===== src/rtl/vram_arbiter_pkg.sv =====
// Shared definitions for the video RAM arbiter.
// Holds the default video RAM geometry (also used by the vga block and the
// RAM wrapper), the arbiter FSM state encoding and the access-owner tag.
package vram_arbiter_pkg;

  localparam int VRAM_ADDR_W = 13;  // 8 KB video RAM
  localparam int VRAM_DATA_W = 8;

  typedef enum logic [1:0] {
    ST_IDLE = 2'd0,  // no access in flight, grant point
    ST_RUN  = 2'd1,  // RAM samples the registered address / write
    ST_CAP  = 2'd2   // read data is on ram_rdata, deliver and re-arbitrate
  } state_e;

  typedef enum logic {
    OWN_VGA = 1'b0,
    OWN_CPU = 1'b1
  } owner_e;

endpackage


===== src/rtl/vram_arbiter.sv =====
// vram_arbiter: shares one synchronous single-port video RAM between the VGA
// byte fetch (absolute priority, bounded latency) and the CPU bus.
//
// Ports
//   clk        pixel clock, rising edge
//   reset      asynchronous, active-low
//   vga_slot   1-cycle strobe: fetch the byte at vga_addr
//   vga_addr   VGA fetch address, sampled with vga_slot
//   vga_data   last fetched VGA byte (held)
//   vga_valid  1-cycle pulse when vga_data updates
//   vga_ovr    sticky: a pending VGA fetch was replaced before being served
//   cpu_req    CPU request level, with cpu_we/cpu_addr/cpu_wdata stable until ack
//   cpu_ack    1-cycle pulse: CPU access done (cpu_rdata valid for reads)
//   cpu_rdata  last CPU read data (held)
//   ram_addr / ram_we / ram_wdata   registered RAM controls
//   ram_rdata  RAM read data, valid one edge after the RAM samples ram_addr
module vram_arbiter
  import vram_arbiter_pkg::*;
#(
  parameter int ADDR_W = VRAM_ADDR_W,
  parameter int DATA_W = VRAM_DATA_W
) (
  input  logic              clk,
  input  logic              reset,
  input  logic              vga_slot,
  input  logic [ADDR_W-1:0] vga_addr,
  output logic [DATA_W-1:0] vga_data,
  output logic              vga_valid,
  output logic              vga_ovr,
  input  logic              cpu_req,
  input  logic              cpu_we,
  input  logic [ADDR_W-1:0] cpu_addr,
  input  logic [DATA_W-1:0] cpu_wdata,
  output logic              cpu_ack,
  output logic [DATA_W-1:0] cpu_rdata,
  output logic [ADDR_W-1:0] ram_addr,
  output logic              ram_we,
  output logic [DATA_W-1:0] ram_wdata,
  input  logic [DATA_W-1:0] ram_rdata
);

  state_e            state_q, state_d;
  owner_e            owner_q, owner_d;
  logic              op_we_q, op_we_d;
  logic              vga_pend_q, vga_pend_d;
  logic [ADDR_W-1:0] vga_addr_q, vga_addr_d;
  logic              vga_ovr_q, vga_ovr_d;
  logic [DATA_W-1:0] vga_data_q, vga_data_d;
  logic              vga_valid_q, vga_valid_d;
  logic              cpu_ack_q, cpu_ack_d;
  logic [DATA_W-1:0] cpu_rdata_q, cpu_rdata_d;
  logic [ADDR_W-1:0] ram_addr_q, ram_addr_d;
  logic              ram_we_q, ram_we_d;
  logic [DATA_W-1:0] ram_wdata_q, ram_wdata_d;

  logic grant_point;
  logic vga_want;
  logic cpu_blocked;
  logic grant_vga;
  logic grant_cpu;

  // State register (reset also drops ram_we at once, abandoning any access)
  always_ff @(posedge clk or negedge reset) begin
    if (!reset) begin
      state_q     <= ST_IDLE;
      owner_q     <= OWN_VGA;
      op_we_q     <= 1'b0;
      vga_pend_q  <= 1'b0;
      vga_addr_q  <= '0;
      vga_ovr_q   <= 1'b0;
      vga_data_q  <= '0;
      vga_valid_q <= 1'b0;
      cpu_ack_q   <= 1'b0;
      cpu_rdata_q <= '0;
      ram_addr_q  <= '0;
      ram_we_q    <= 1'b0;
      ram_wdata_q <= '0;
    end else begin
      state_q     <= state_d;
      owner_q     <= owner_d;
      op_we_q     <= op_we_d;
      vga_pend_q  <= vga_pend_d;
      vga_addr_q  <= vga_addr_d;
      vga_ovr_q   <= vga_ovr_d;
      vga_data_q  <= vga_data_d;
      vga_valid_q <= vga_valid_d;
      cpu_ack_q   <= cpu_ack_d;
      cpu_rdata_q <= cpu_rdata_d;
      ram_addr_q  <= ram_addr_d;
      ram_we_q    <= ram_we_d;
      ram_wdata_q <= ram_wdata_d;
    end
  end

  // Arbitration and next state
  always_comb begin
    grant_point = (state_q == ST_IDLE) || (state_q == ST_CAP);
    vga_want    = vga_pend_q || vga_slot;
    // The CPU is held off on the edge that issues its ack and during the ack
    // cycle, so a CPU that releases cpu_req on ack gets exactly one access.
    cpu_blocked = cpu_ack_q || ((state_q == ST_CAP) && (owner_q == OWN_CPU));
    grant_vga   = grant_point && vga_want;
    grant_cpu   = grant_point && !vga_want && cpu_req && !cpu_blocked;

    state_d = ST_IDLE;
    case (state_q)
      ST_IDLE, ST_CAP: state_d = (grant_vga || grant_cpu) ? ST_RUN : ST_IDLE;
      ST_RUN:          state_d = ST_CAP;
      default:         state_d = ST_IDLE;
    endcase
  end

  // Datapath and outputs
  always_comb begin
    owner_d     = owner_q;
    op_we_d     = op_we_q;
    vga_pend_d  = vga_pend_q;
    vga_addr_d  = vga_addr_q;
    vga_ovr_d   = vga_ovr_q;
    vga_data_d  = vga_data_q;
    vga_valid_d = 1'b0;
    cpu_ack_d   = 1'b0;
    cpu_rdata_d = cpu_rdata_q;
    ram_addr_d  = ram_addr_q;
    ram_we_d    = 1'b0;          // write enable lives for one cycle only
    ram_wdata_d = ram_wdata_q;

    if (vga_slot) begin
      vga_pend_d = 1'b1;
      vga_addr_d = vga_addr;
      // The older latched address is replaced before it was ever served.
      if (vga_pend_q) vga_ovr_d = 1'b1;
    end

    if (state_q == ST_CAP) begin
      if (owner_q == OWN_VGA) begin
        vga_data_d  = ram_rdata;
        vga_valid_d = 1'b1;
      end else begin
        cpu_ack_d = 1'b1;
        if (!op_we_q) cpu_rdata_d = ram_rdata;
      end
    end

    if (grant_vga) begin
      owner_d    = OWN_VGA;
      ram_addr_d = vga_slot ? vga_addr : vga_addr_q;
      vga_pend_d = 1'b0;
    end else if (grant_cpu) begin
      owner_d     = OWN_CPU;
      op_we_d     = cpu_we;
      ram_addr_d  = cpu_addr;
      ram_we_d    = cpu_we;
      ram_wdata_d = cpu_wdata;
    end
  end

  assign vga_data  = vga_data_q;
  assign vga_valid = vga_valid_q;
  assign vga_ovr   = vga_ovr_q;
  assign cpu_ack   = cpu_ack_q;
  assign cpu_rdata = cpu_rdata_q;
  assign ram_addr  = ram_addr_q;
  assign ram_we    = ram_we_q;
  assign ram_wdata = ram_wdata_q;

endmodule


===== config.mk =====
export PLATFORM = sky130hd
export DESIGN_NAME = vram_arbiter
export DESIGN_NICKNAME = d
export VERILOG_FILES = /design/src/rtl/vram_arbiter_pkg.sv /design/src/rtl/vram_arbiter.sv
export SDC_FILE = /design/constraint.sdc
export NUM_CORES = 1
export LEC_CHECK = 0
export BUFFER_PORTS_ARGS = -buffer_cell sky130_fd_sc_hd__buf_4
export CELL_PAD_IN_SITES_DETAIL_PLACEMENT = 2
export CELL_PAD_IN_SITES_GLOBAL_PLACEMENT = 2
export CORE_MARGIN = 2
export CORE_UTILIZATION = 28
export DETAILED_ROUTE_END_ITERATION = 8
export GPL_TIMING_DRIVEN = 0
export MAX_ROUTING_LAYER = met4
export PLACE_DENSITY = 0.76
export SYNTH_ARGS = -nofsm -noshare
export SYNTH_HDL_FRONTEND = slang
export SYNTH_SLANG_ARGS = --single-unit

===== constraint.sdc =====
create_clock -name clk -period 1.5 [get_ports clk]
set_clock_uncertainty 0.05 [all_clocks]
set_input_delay 0.15 -clock clk [delete_from_list [all_inputs] [get_ports clk]]
set_output_delay 0.15 -clock clk [all_outputs]
set_load 0.01 [all_outputs]

# Word-level counts from Yosys, hierarchy flattened
# Cells that the tools add are included.
# Widths: inputs -> output; s select.
# op_classes
bitwise	3
n_reduce_logical	19
mux	15
n_eq_ne	2
# ops
op	n
$mux 13	3
$mux 1	11
$reduce_and 2->1	3
$logic_and 1x1->1	5
$logic_or 1x1->1	4
$pmux 2 s2	1
$reduce_bool 2->1	2
$not 1->1	3
$reduce_and 3->1	1
$eq 2x1->1 const B	1
$eq 2x2->1 const B	1
$logic_not 1->1	2
$logic_not 2->1	1
$reduce_or 2->1	1
# totals
input_bits	47
ff_bits	59

# Logic depth before layout (Yosys ltp)
# Gate-level depths: netlist (run 1).
# depth
word_depth	8
mapped_depth	5
depth_no_buf	3

# Worst setup path before layout (run 1)
# Ideal clock, no wire load.
# synth_timing
kind	reg-to-reg
startpoint	reg owner_q
endpoint	reg ram_wdata_q[2] (netlist: ram_wdata[2])
arrival_time_ps	1432
setup_ps	125
path_slack_ps	-107
path_stages_with_launch	5
t_required_ps	1325
n_path_buf	1
cell_sequence	dfrtp_1 -> a211o_1 -> nor3_4 -> buf_4 -> mux2_2
# synth_between
elab_chain_cells	5
# synth_rtl
item	line_no	rtl
start, declared	vram_arbiter.sv:43	owner_e owner_q, owner_d;
start signal, assigned	vram_arbiter.sv:80	owner_q <= owner_d;
$logic_and 1x1->1	vram_arbiter.sv:101	cpu_blocked = cpu_ack_q || ((state_q == ST_CAP) && (owner_q == OWN_CPU));
$logic_or 1x1->1	vram_arbiter.sv:101	
$logic_not 1->1	vram_arbiter.sv:103	grant_cpu = grant_point && !vga_want && cpu_req && !cpu_blocked;
$logic_and 1x1->1	vram_arbiter.sv:103	
$reduce_and 2->1 (no source line)	--	
end signal, assigned	vram_arbiter.sv:91	ram_wdata_q <= ram_wdata_d;
end, declared	vram_arbiter.sv:54	logic [DATA_W-1:0] ram_wdata_q, ram_wdata_d;
# No other way between the ends.
# A chain may end at the register's enable or synchronous reset.

# Worst setup path in the final report (run 1)
# layout_timing
startpoint	reg state_q[0]
endpoint	reg ram_addr_q[4] (netlist: ram_addr[4])
# layout_between
elab_chain_cells	6
word_cells_on_any_way	12
# layout_rtl
item	line_no	rtl
start, declared	vram_arbiter.sv:42	state_e state_q, state_d;
start signal, assigned	vram_arbiter.sv:79	state_q <= state_d;
$eq 2x2->1 / $logic_not 2->1 (equally long branches)	vram_arbiter.sv:97, vram_arbiter.sv:101	
$logic_or 1x1->1 / $logic_and 1x1->1 (equally long branches)	vram_arbiter.sv:97, vram_arbiter.sv:101	
$logic_and 1x1->1 / $logic_or 1x1->1 (equally long branches)	vram_arbiter.sv:103, vram_arbiter.sv:101	
$logic_and 1x1->1 / $logic_not 1->1 (equally long branches)	vram_arbiter.sv:103	
$logic_and 1x1->1	vram_arbiter.sv:103	
$reduce_bool 2->1 (no source line)	--	
end signal, assigned	vram_arbiter.sv:89	ram_addr_q <= ram_addr_d;
end, declared	vram_arbiter.sv:52	logic [ADDR_W-1:0] ram_addr_q, ram_addr_d;
# Parallel ways exist; a longest one is shown, timed or not.

==> reports/metrics.yaml, run 1 <==
floorplan:
  io_pins: 88
  core-area_mm2: 0.00781
  start_util_pct: 29.2
  dieArea_mm2: 0.00887
  die_width_um: 94.2
  die_height_um: 94.2
  rows: 32
power_and_ir_drop:
  p_per_area_mw_per_mm2: 1830
  worst_ir_drop_vdd_uv: 737
  p_leak_uw: 0.00179
  p_total_uw: 6870
logic_synthesis:
  synth_top_area_cell: "dfrtp_1"
  synth.distinct_cells: 21
  yosysTopAreaCellShare_pct: 64.8
  synth_area_mm2: 0.00228
  synth_seq_area_share_pct: 64.8
  netlist_instances: 145
  yosys_warnings: 0
  synth_area_leaders: "dfrtp_1 (65%), mux2_2 (18%), a221o_1 (5.7%), nor2b_1 (3.6%), buf_2 (0.88%)"
  syn_nets: 192
  syn_avg_cell_area_um2: 15.7
  ys_ff_latch: 59
sta:
  final-setup-viol-count: 31
  tightest_slew_ns: 0.768
  fmax_mhz: 617
  period_share_pct: 108
  max_slew_margin_pct: 48.8
  rsz0062_at_grt: "yes"
  setup_slack_ns: -0.120
  hold_viol_final: 0
  slew_violations: 0
  fin_crit_ns: 1.62
cells_and_area:
  diodes: 0
  nNetsFinal: 329
  syn_to_final_growth_pct: 64.3
  drive_above_1_share_pct: 58.5
  final_cell_mix: "buf_4 (97), dfrtp_1 (58), dlygate4sd3_1 (26), mux2_2 (21), mux2_4 (17)"
  final_common_cell: "buf_4"
critical_path:
  endpoint_kind: "register"
  cp.arrival_ns: 1.78
  critPathTopFamily: "compound AO/OA/AOI/OAI gates"
  critPathBufInv: 1
  start_kind: "register"
  crit_chain: "and3b_2 > o31a_1 > buf_6 > a221o_1"
  worstPathMaxFanout: 10
  critPathKind: "register to register"
  crit_required_ns: 1.66
  slowest_stage: "dfrtp_2"
  slowest_delay_ns: 0.41
placement:
  dp_hpwl_mm: 4.13
  numPortBuffers: 86
  pre_cts_slack_ns: -0.337
  finalWeightedCongestion: 0.667
global_route:
  grt_pass1_wl_mm: 10.9
  grt_max_degree: 60
  grt_pass1_vias: 2023
  antenna_found_initial: 0
  track_usage_pct: 17.0
  grt.overflow.total: 0
detailed_routing:
  routedWlPerCell_um: 17.7
  vias: 1747
  ant_nets: 0
  routed_wl_mm: 6.87
  dr.pass1.iters: 4
  vias_per_cell: 4.49
  drc: 0
  first_iter_violations: 24
clocking:
  cts-root-buf: "clkbuf_8"
  clk_pin_slew_worst_paths_ns: 0.06
  cts_tree: "done"
  clkLatencyLatePin_ns: 0.33
  numCtsBuffers: 9
  clkSinkCount: 59
  clockBufferDepth: 2
  htreeDepth: 3
job:
  maxCapViolCount: 0
hold_path:
  hold_path.class: "input pin to register"
run_status:
  status: "finished, violations left"
  violations: "negative setup slack"
[cell type report]
cell class,count,area (µm²)
sequential,59,1480
tap,102,128
timing repair buffer,126,1030
inverter,1,3.75
clock inverter,5,52.6
buffer,8,70.1
clock buffer,11,141
multi-input combinational,77,843
fill,759,4070
[synthesized netlist by cell type]
library cell  count
and2_1            1
nor2b_1          13
and3b_1           1
nand2b_1          1
buf_4             1
and2b_1           2
a221o_1          13
buf_6             1
a21o_1            1
nor3_4            1
inv_1             1
o31a_1            1
o21a_1            2
mux2_2           37
buf_2             4
dfrtp_1          59
nor3b_1           1
o21bai_2          1
clkbuf_1          2
a211o_1           1
mux2_1            1
[report_power, final]
group | internal [µW] | total (µW) | switching [µW]
sequential | 2190 | 2560 | 368
combinational | 1750 | 2860 | 1120
clock | 805 | 1440 | 638
[flip-flops by register name, indices dropped and copies added, names as in the netlist]
register,cells
owner_q,1
state_q,2
op_we_q,1
cpu_ack,1
vga_addr_q,13
ram_we,1
ram_addr,13
cpu_rdata,8
vga_data,8
vga_valid,1
vga_ovr,1
ram_wdata,8
vga_pend_q,1
[through the flow]
stage	cell area (µm²)	setup TNS (ns)	util (%)	instances	hold WS, ns
floorplan	2290	-0.405	-	145	-0.196
finish	3740	-2.97	47.9	389	0.0175
CTS	3670	-3.44	47.1	384	0.00160
global placement	3060	-6.46	39.2	333	0.228
detailed placement	3060	-7.33	39.2	333	0.237
global route	3740	-4.95	47.9	389	0.00394
[kinds of logic after synthesis]
| kind of cell | after synthesis | share of synthesized area (%) |
|---|---|---|
| AOI/OAI and AO/OA | 19 | 7.97 |
| buffers and inverters | 9 | 2.20 |
| DFF | 59 | 64.8 |
| muxes | 38 | 18.8 |
| and+or+nand+nor | 20 | 6.21 |
[path summary, 6_finish.rpt]
path	start	to	slack, ns	cells past startpoint
setup / recovery	state_q[0]	ram_addr[4]	-0.12	4
min in group asynchronous	reset	vga_addr_q[3]	0.39	2
setup reg to reg	state_q[0]	ram_addr[4]	-0.12	4
hold / removal	cpu_addr[6]	ram_addr[6]	0.02	2
max in group asynchronous	reset	state_q[0]	0.46	2
hold reg to reg	vga_ovr	vga_ovr	0.41	1
[worst reg2reg max path: stages, from the launching register on]
cell     delay, ns
dfrtp_2       0.41
and3b_2       0.25
o31a_1        0.30
buf_6         0.17
a221o_1       0.32
[repair_timing]
item / 4_1_cts / 5_1_grt
endpoints found under the setup margin: 41 / 40
endpoints found under the hold margin: 88 / 0
hold buffers: 26 / 0
pin swaps: 7 / 3
cloned: 0 / 1
setup buffers: 9 / 4
resized for setup: 27 / 10
[per-layer routing]
| layer | up-vias | part of all wire [%] | GRT usage, % |
|---|---|---|---|
| met2 | 59 | 52 | 29.1 |
| met5 | - | 0 | - |
| met1 | 883 | 42 | 19.8 |
| met3 | 8 | 5.1 | 4.01 |
| met4 | 0 | 1.0 | 5.43 |
| li1 | 797 | - | - |
Power figures use the tool's default switching activity.
==> run 2: changes to the inputs <==
--- a/config.mk
+++ b/config.mk
@@ -6,6 +6,7 @@
 export NUM_CORES = 1
 export LEC_CHECK = 0
 export BUFFER_PORTS_ARGS = -buffer_cell sky130_fd_sc_hd__buf_4
+export CAP_MARGIN = 15
 export CELL_PAD_IN_SITES_DETAIL_PLACEMENT = 2
 export CELL_PAD_IN_SITES_GLOBAL_PLACEMENT = 2
 export CORE_MARGIN = 2
@@ -14,6 +15,7 @@
 export GPL_TIMING_DRIVEN = 0
 export MAX_ROUTING_LAYER = met4
 export PLACE_DENSITY = 0.76
+export REMOVE_ABC_BUFFERS = 1
 export SYNTH_ARGS = -nofsm -noshare
 export SYNTH_HDL_FRONTEND = slang
 export SYNTH_SLANG_ARGS = --single-unit
==> run 2 against run 1 <==
The run still ends with negative setup slack left. Combinational power is 9.4% higher. Utilization grew 1.9 points. Flip-flop and latch count unchanged. Total power grew 2.2%. First-iteration DRC count rose by 110%. Count of clock-buffer cells in the layout increased by 1. Non-clock buffer count is 9 higher. Critical path depth is 1 higher. Critical path type unchanged. Largest power group unchanged.
==> reports/metrics.yaml, run 2 (synthesis gave the netlist of run 1 again) <==
run_status:
  status: "finished, violations left"
  violations: "negative setup slack"
critical_path:
  crit_required_ns: 1.67
  endpoint_kind: "register"
  critPathTopFamily: "flip-flops"
  critPathKind: "register to register"
  critPathBufInv: 2
  slowest_stage: "dfrtp_1"
  start_kind: "register"
  worstPathMaxFanout: 5
  slowest_delay_ns: 0.43
  cp.arrival_ns: 1.88
  crit_chain: "a211o_4 > nor3_4 > buf_4 > clkbuf_16 > mux2_4"
cells_and_area:
  final_common_cell: "buf_4"
  nNetsFinal: 340
  final_cell_mix: "buf_4 (101), dfrtp_1 (56), dlygate4sd3_1 (35), mux2_2 (21), mux2_4 (17)"
  diodes: 0
  drive_above_1_share_pct: 57.9
  syn_to_final_growth_pct: 70.9
  design_area_mm2: 0.00389
sta:
  max_slew_margin_pct: 48.4
  final-setup-viol-count: 32
  fin_hold_ws_ns: 0.00789
  slew_violations: 0
  period_share_pct: 114
  fmax_mhz: 584
  fin_crit_ns: 1.71
  setup_slack_ns: -0.211
  tightest_slew_ns: 0.773
  hold_viol_final: 0
  rsz0062_at_grt: "yes"
floorplan:
  die_height_um: 94.2
  die_width_um: 94.2
  io_pins: 88
  core-area_mm2: 0.00781
  start_util_pct: 29.2
  dieArea_mm2: 0.00887
  rows: 32
clocking:
  clk_pin_slew_worst_paths_ns: 0.07
  htreeDepth: 3
  clockBufferDepth: 2
  clkSinkCount: 59
  cts-root-buf: "clkbuf_8"
  numCtsBuffers: 9
  cts_tree: "done"
  clkLatencyLatePin_ns: 0.34
placement:
  pre_cts_slack_ns: -0.751
  numPortBuffers: 87
  finalWeightedCongestion: 0.682
  placed_area_mm2: 0.00302
  dp_hpwl_mm: 4.18
power_and_ir_drop:
  worst_ir_drop_vdd_uv: 759
  p_leak_uw: 0.00183
  p_per_area_mw_per_mm2: 1800
  p_total_uw: 7020
job:
  maxCapViolCount: 0
detailed_routing:
  drc: 0
  vias_per_cell: 4.70
  routed_wl_mm: 8.33
  vias: 1876
  first_iter_violations: 50
  routedWlPerCell_um: 20.9
  dr.pass1.iters: 4
  ant_nets: 0
global_route:
  grt.overflow.total: 0
  track_usage_pct: 19.6
  grt_max_degree: 60
  grt_pass1_vias: 2212
  grt_pass1_wl_mm: 12.1
  antenna_found_initial: 0
hold_path:
  hold_path.class: "input pin to register"
-- run 2: power by group --
part / switching, µW / internal (µW) / total, µW
Combinational: 1280 / 1850 / 3130
Clock: 628 / 628 / 1260
Sequential: 441 / 2190 / 2640
Total: 2350 / 4670 / 7020
-- run 2: final timing paths --
| kind | start | endpoint | slack, ns | depth (start not counted) |
|---|---|---|---|---|
| worst max-delay path | state_q[1] | ram_wdata[4] | -0.21 | 5 |
| worst min-delay path | ram_rdata[6] | vga_data[6] | 0.008 | 2 |
| worst max register to register | state_q[1] | ram_wdata[4] | -0.21 | 5 |
| worst min register to register | vga_ovr | vga_ovr | 0.43 | 1 |
| max in group asynchronous | reset | state_q[0] | 0.44 | 2 |
| min in group asynchronous | reset | vga_data[5] | 0.39 | 2 |
-- run 2: what timing repair did --
item                       4_1_cts  5_1_grt
pin swaps                       13        5
resized for setup               24       12
hold buffers                    34        1
gates cloned                     2        1
buffers inserted                14        6
setup endpoints to repair       41       35
hold endpoints to repair        98        1
-- run 2: per-layer routing --
metal | vias up | track usage [%] | share of wire (%)
met2 | 64 | 33.3 | 54
met3 | 13 | 4.57 | 3.8
met4 | 0 | 8.33 | 2.1
met5 | - | - | 0
met1 | 976 | 22.1 | 40
li1 | 823 | - | -
-- run 2: stage by stage --
stage               util (%)  std cells  TNS (ns)
finish                  49.8        399     -3.86
global placement        38.6        326    -25.10
detailed placement      38.6        326    -21.18
CTS                     48.2        391     -2.49
floorplan                  -        137     -6.36
global route            49.8        399     -5.29
-- run 2: final cells by class --
| type | instances | area, µm² |
|---|---|---|
| multi-input combinational | 79 | 901 |
| clock inverter | 3 | 15.0 |
| clock buffer | 12 | 145 |
| fill | 759 | 3920 |
| timing repair buffer | 143 | 1220 |
| inverter | 1 | 3.75 |
| tap | 102 | 128 |
| sequential | 59 | 1480 |
==> run 3: changes to the inputs <==
--- a/config.mk
+++ b/config.mk
@@ -9,12 +9,13 @@
 export CAP_MARGIN = 15
 export CELL_PAD_IN_SITES_DETAIL_PLACEMENT = 2
 export CELL_PAD_IN_SITES_GLOBAL_PLACEMENT = 2
+export CORE_ASPECT_RATIO = 0.8
 export CORE_MARGIN = 2
-export CORE_UTILIZATION = 28
+export CORE_UTILIZATION = 31
 export DETAILED_ROUTE_END_ITERATION = 8
 export GPL_TIMING_DRIVEN = 0
 export MAX_ROUTING_LAYER = met4
-export PLACE_DENSITY = 0.76
+export PLACE_DENSITY = 0.79
 export REMOVE_ABC_BUFFERS = 1
 export SYNTH_ARGS = -nofsm -noshare
 export SYNTH_HDL_FRONTEND = slang
==> constraint.sdc (replaced) <==
create_clock -name clk -period 1.76 [get_ports clk]
set_clock_uncertainty 0.05 [all_clocks]
set_input_delay 0.176 -clock clk [delete_from_list [all_inputs] [get_ports clk]]
set_output_delay 0.176 -clock clk [all_outputs]
set_load 0.01 [all_outputs]
==> run 3 against run 2 <==
The run now ends clean. Critical path depth decreased by 2. Utilization decreased by 2.6 points. Highest routed layer unchanged. Global-route usage decreased by 2.5 points. Routed wire length decreased by 25%.
==> reports/metrics.yaml, run 3 (synthesis gave the netlist of run 1 again) <==
global_route:
  track_usage_pct: 17.1
  grt_pass1_vias: 1807
  grt_pass1_wl_mm: 9.89
  grt_max_degree: 60
  grt_busiest_layer: "met2"
  met3_usage_pct: 4.18
  antenna_found_initial: 0
  grt_use_met1_pct: 20.9
  use_met2_pct: 27.6
  grt.overflow.total: 0
critical_path:
  start_kind: "register"
  critPathKind: "register to register"
  endpoint_kind: "register"
  slowest_delay_ns: 0.44
  critPathTopFamily: "compound AO/OA/AOI/OAI gates"
  critPathBufInv: 0
  crit_chain: "and3b_1 > o31a_4 > a221o_1"
  slowest_stage: "dfrtp_1"
  worstPathMaxFanout: 14
  cp.arrival_ns: 1.85
  crit_required_ns: 1.92
clocking:
  clkLatencyLatePin_ns: 0.33
  clkSinkCount: 59
  htreeDepth: 3
  clockBufferDepth: 2
  cts-root-buf: "clkbuf_8"
  cts_tree: "done"
  clk_pin_slew_worst_paths_ns: 0.06
  numCtsBuffers: 9
sta:
  final-setup-viol-count: 0
  rsz0062_at_grt: "no"
  slew_violations: 0
  hold_viol_final: 0
  fmax_mhz: 593
  tightest_slew_ns: 0.773
  final.setup.tns_ns: 0
  period_share_pct: 95.8
  fin_crit_ns: 1.69
  max_slew_margin_pct: 48.5
detailed_routing:
  vias_per_cell: 4.87
  routedWlPerCell_um: 18.6
  ant_nets: 0
  vias: 1630
  drc: 0
  first_iter_violations: 30
  dr.pass1.iters: 4
  routed_wl_mm: 6.25
power_and_ir_drop:
  p_leak_uw: 0.00155
  p_total_uw: 5290
  worst_ir_drop_vdd_uv: 622
  p_per_area_mw_per_mm2: 1600
floorplan:
  start_util_pct: 32.6
  die_height_um: 80.7
  dieArea_mm2: 0.00805
  core-area_mm2: 0.00699
  io_pins: 88
  rows: 27
  die_width_um: 99.8
placement:
  dp_hpwl_mm: 4.11
  numPortBuffers: 87
  placed_area_mm2: 0.00300
  finalWeightedCongestion: 0.693
cells_and_area:
  final_cell_mix: "buf_4 (88), dfrtp_1 (59), mux2_2 (37), a221o_1 (13), nor2b_1 (12)"
  nNetsFinal: 291
  design_area_mm2: 0.00330
  final_core_utilization_pct: 47.2
  drive_above_1_share_pct: 60.1
  final_common_cell: "buf_4"
  diodes: 0
  syn_to_final_growth_pct: 45.0
run_status:
  status: "finished, final reports clean"
hold_path:
  hold_path.class: "input pin to register"
job:
  maxCapViolCount: 0
==> run 3: changes by cell type in the layout (fill, tap and decap cells not counted), moves of 3 or more <==
cell | before | now
buf_4 | 101 | 88
mux2_2 | 21 | 37
dfrtp_1 | 56 | 59
mux2_4 | 17 | 0
dlygate4sd3_1 | 35 | 4
dfrtp_2 | 3 | 0
buf_6 | 4 | 0
==> run 3: cell type report <==
class                           instances  area [µm²]
Fill cell                             687        3690
Clock inverter                          3        15.0
Tap cell                               87         109
Clock buffer                           12         145
Multi-Input combinational cell         78         807
Timing Repair Buffer                   95         746
Sequential cell                        59        1480
Inverter                                1        3.75
==> run 3: final timing paths <==
check	from	end	slack, ns	depth (start not counted)
worst max-delay path	state_q[0]	ram_addr[8]	0.07	3
min in group asynchronous	reset	ram_addr[0]	0.44	2
max in group asynchronous	reset	vga_addr_q[1]	0.69	2
worst min register to register	vga_ovr	vga_ovr	0.41	1
worst max register to register	state_q[0]	ram_addr[8]	0.07	3
worst min-delay path	cpu_addr[4]	ram_addr[4]	0.02	2
==> run 3: where the power goes <==
| part | internal, µW | switching, µW | leakage, µW |
|---|---|---|---|
| Sequential | 1860 | 325 | 0.000718 |
| Combinational | 1180 | 882 | 0.000751 |
| Clock | 535 | 506 | 0.0000860 |
| Total | 3580 | 1710 | 0.00155 |
==> run 3: repair_timing <==
item / 4_1_cts / 5_1_grt
endpoints found under the hold margin: 62 / 0
setup endpoints to repair: 39 / 22
pin swaps: 1 / 1
gates cloned: 1 / 0
resized for setup: 7 / 2
setup buffers: 2 / 1
hold buffers: 4 / 0
==> run 3: routing by layer <==
metal / up-vias / part of all wire [%]
li1: 722 / -
met1: 854 / 44
met2: 47 / 51
met3: 7 / 3.5
met4: 0 / 1.2
met5: - / 0
==> run 3: per-stage QoR <==
| step | setup WS (ns) | std cells | hold WS [ns] |
|---|---|---|---|
| after floorplan | -0.0390 | 137 | -0.170 |
| after global placement | -0.440 | 311 | 0.258 |
| after detailed placement | -0.462 | 312 | 0.248 |
| after CTS | -0.00542 | 334 | 0.00186 |
| after global routing | 0.0133 | 335 | 0.00723 |
| final | 0.0737 | 335 | 0.0210 |
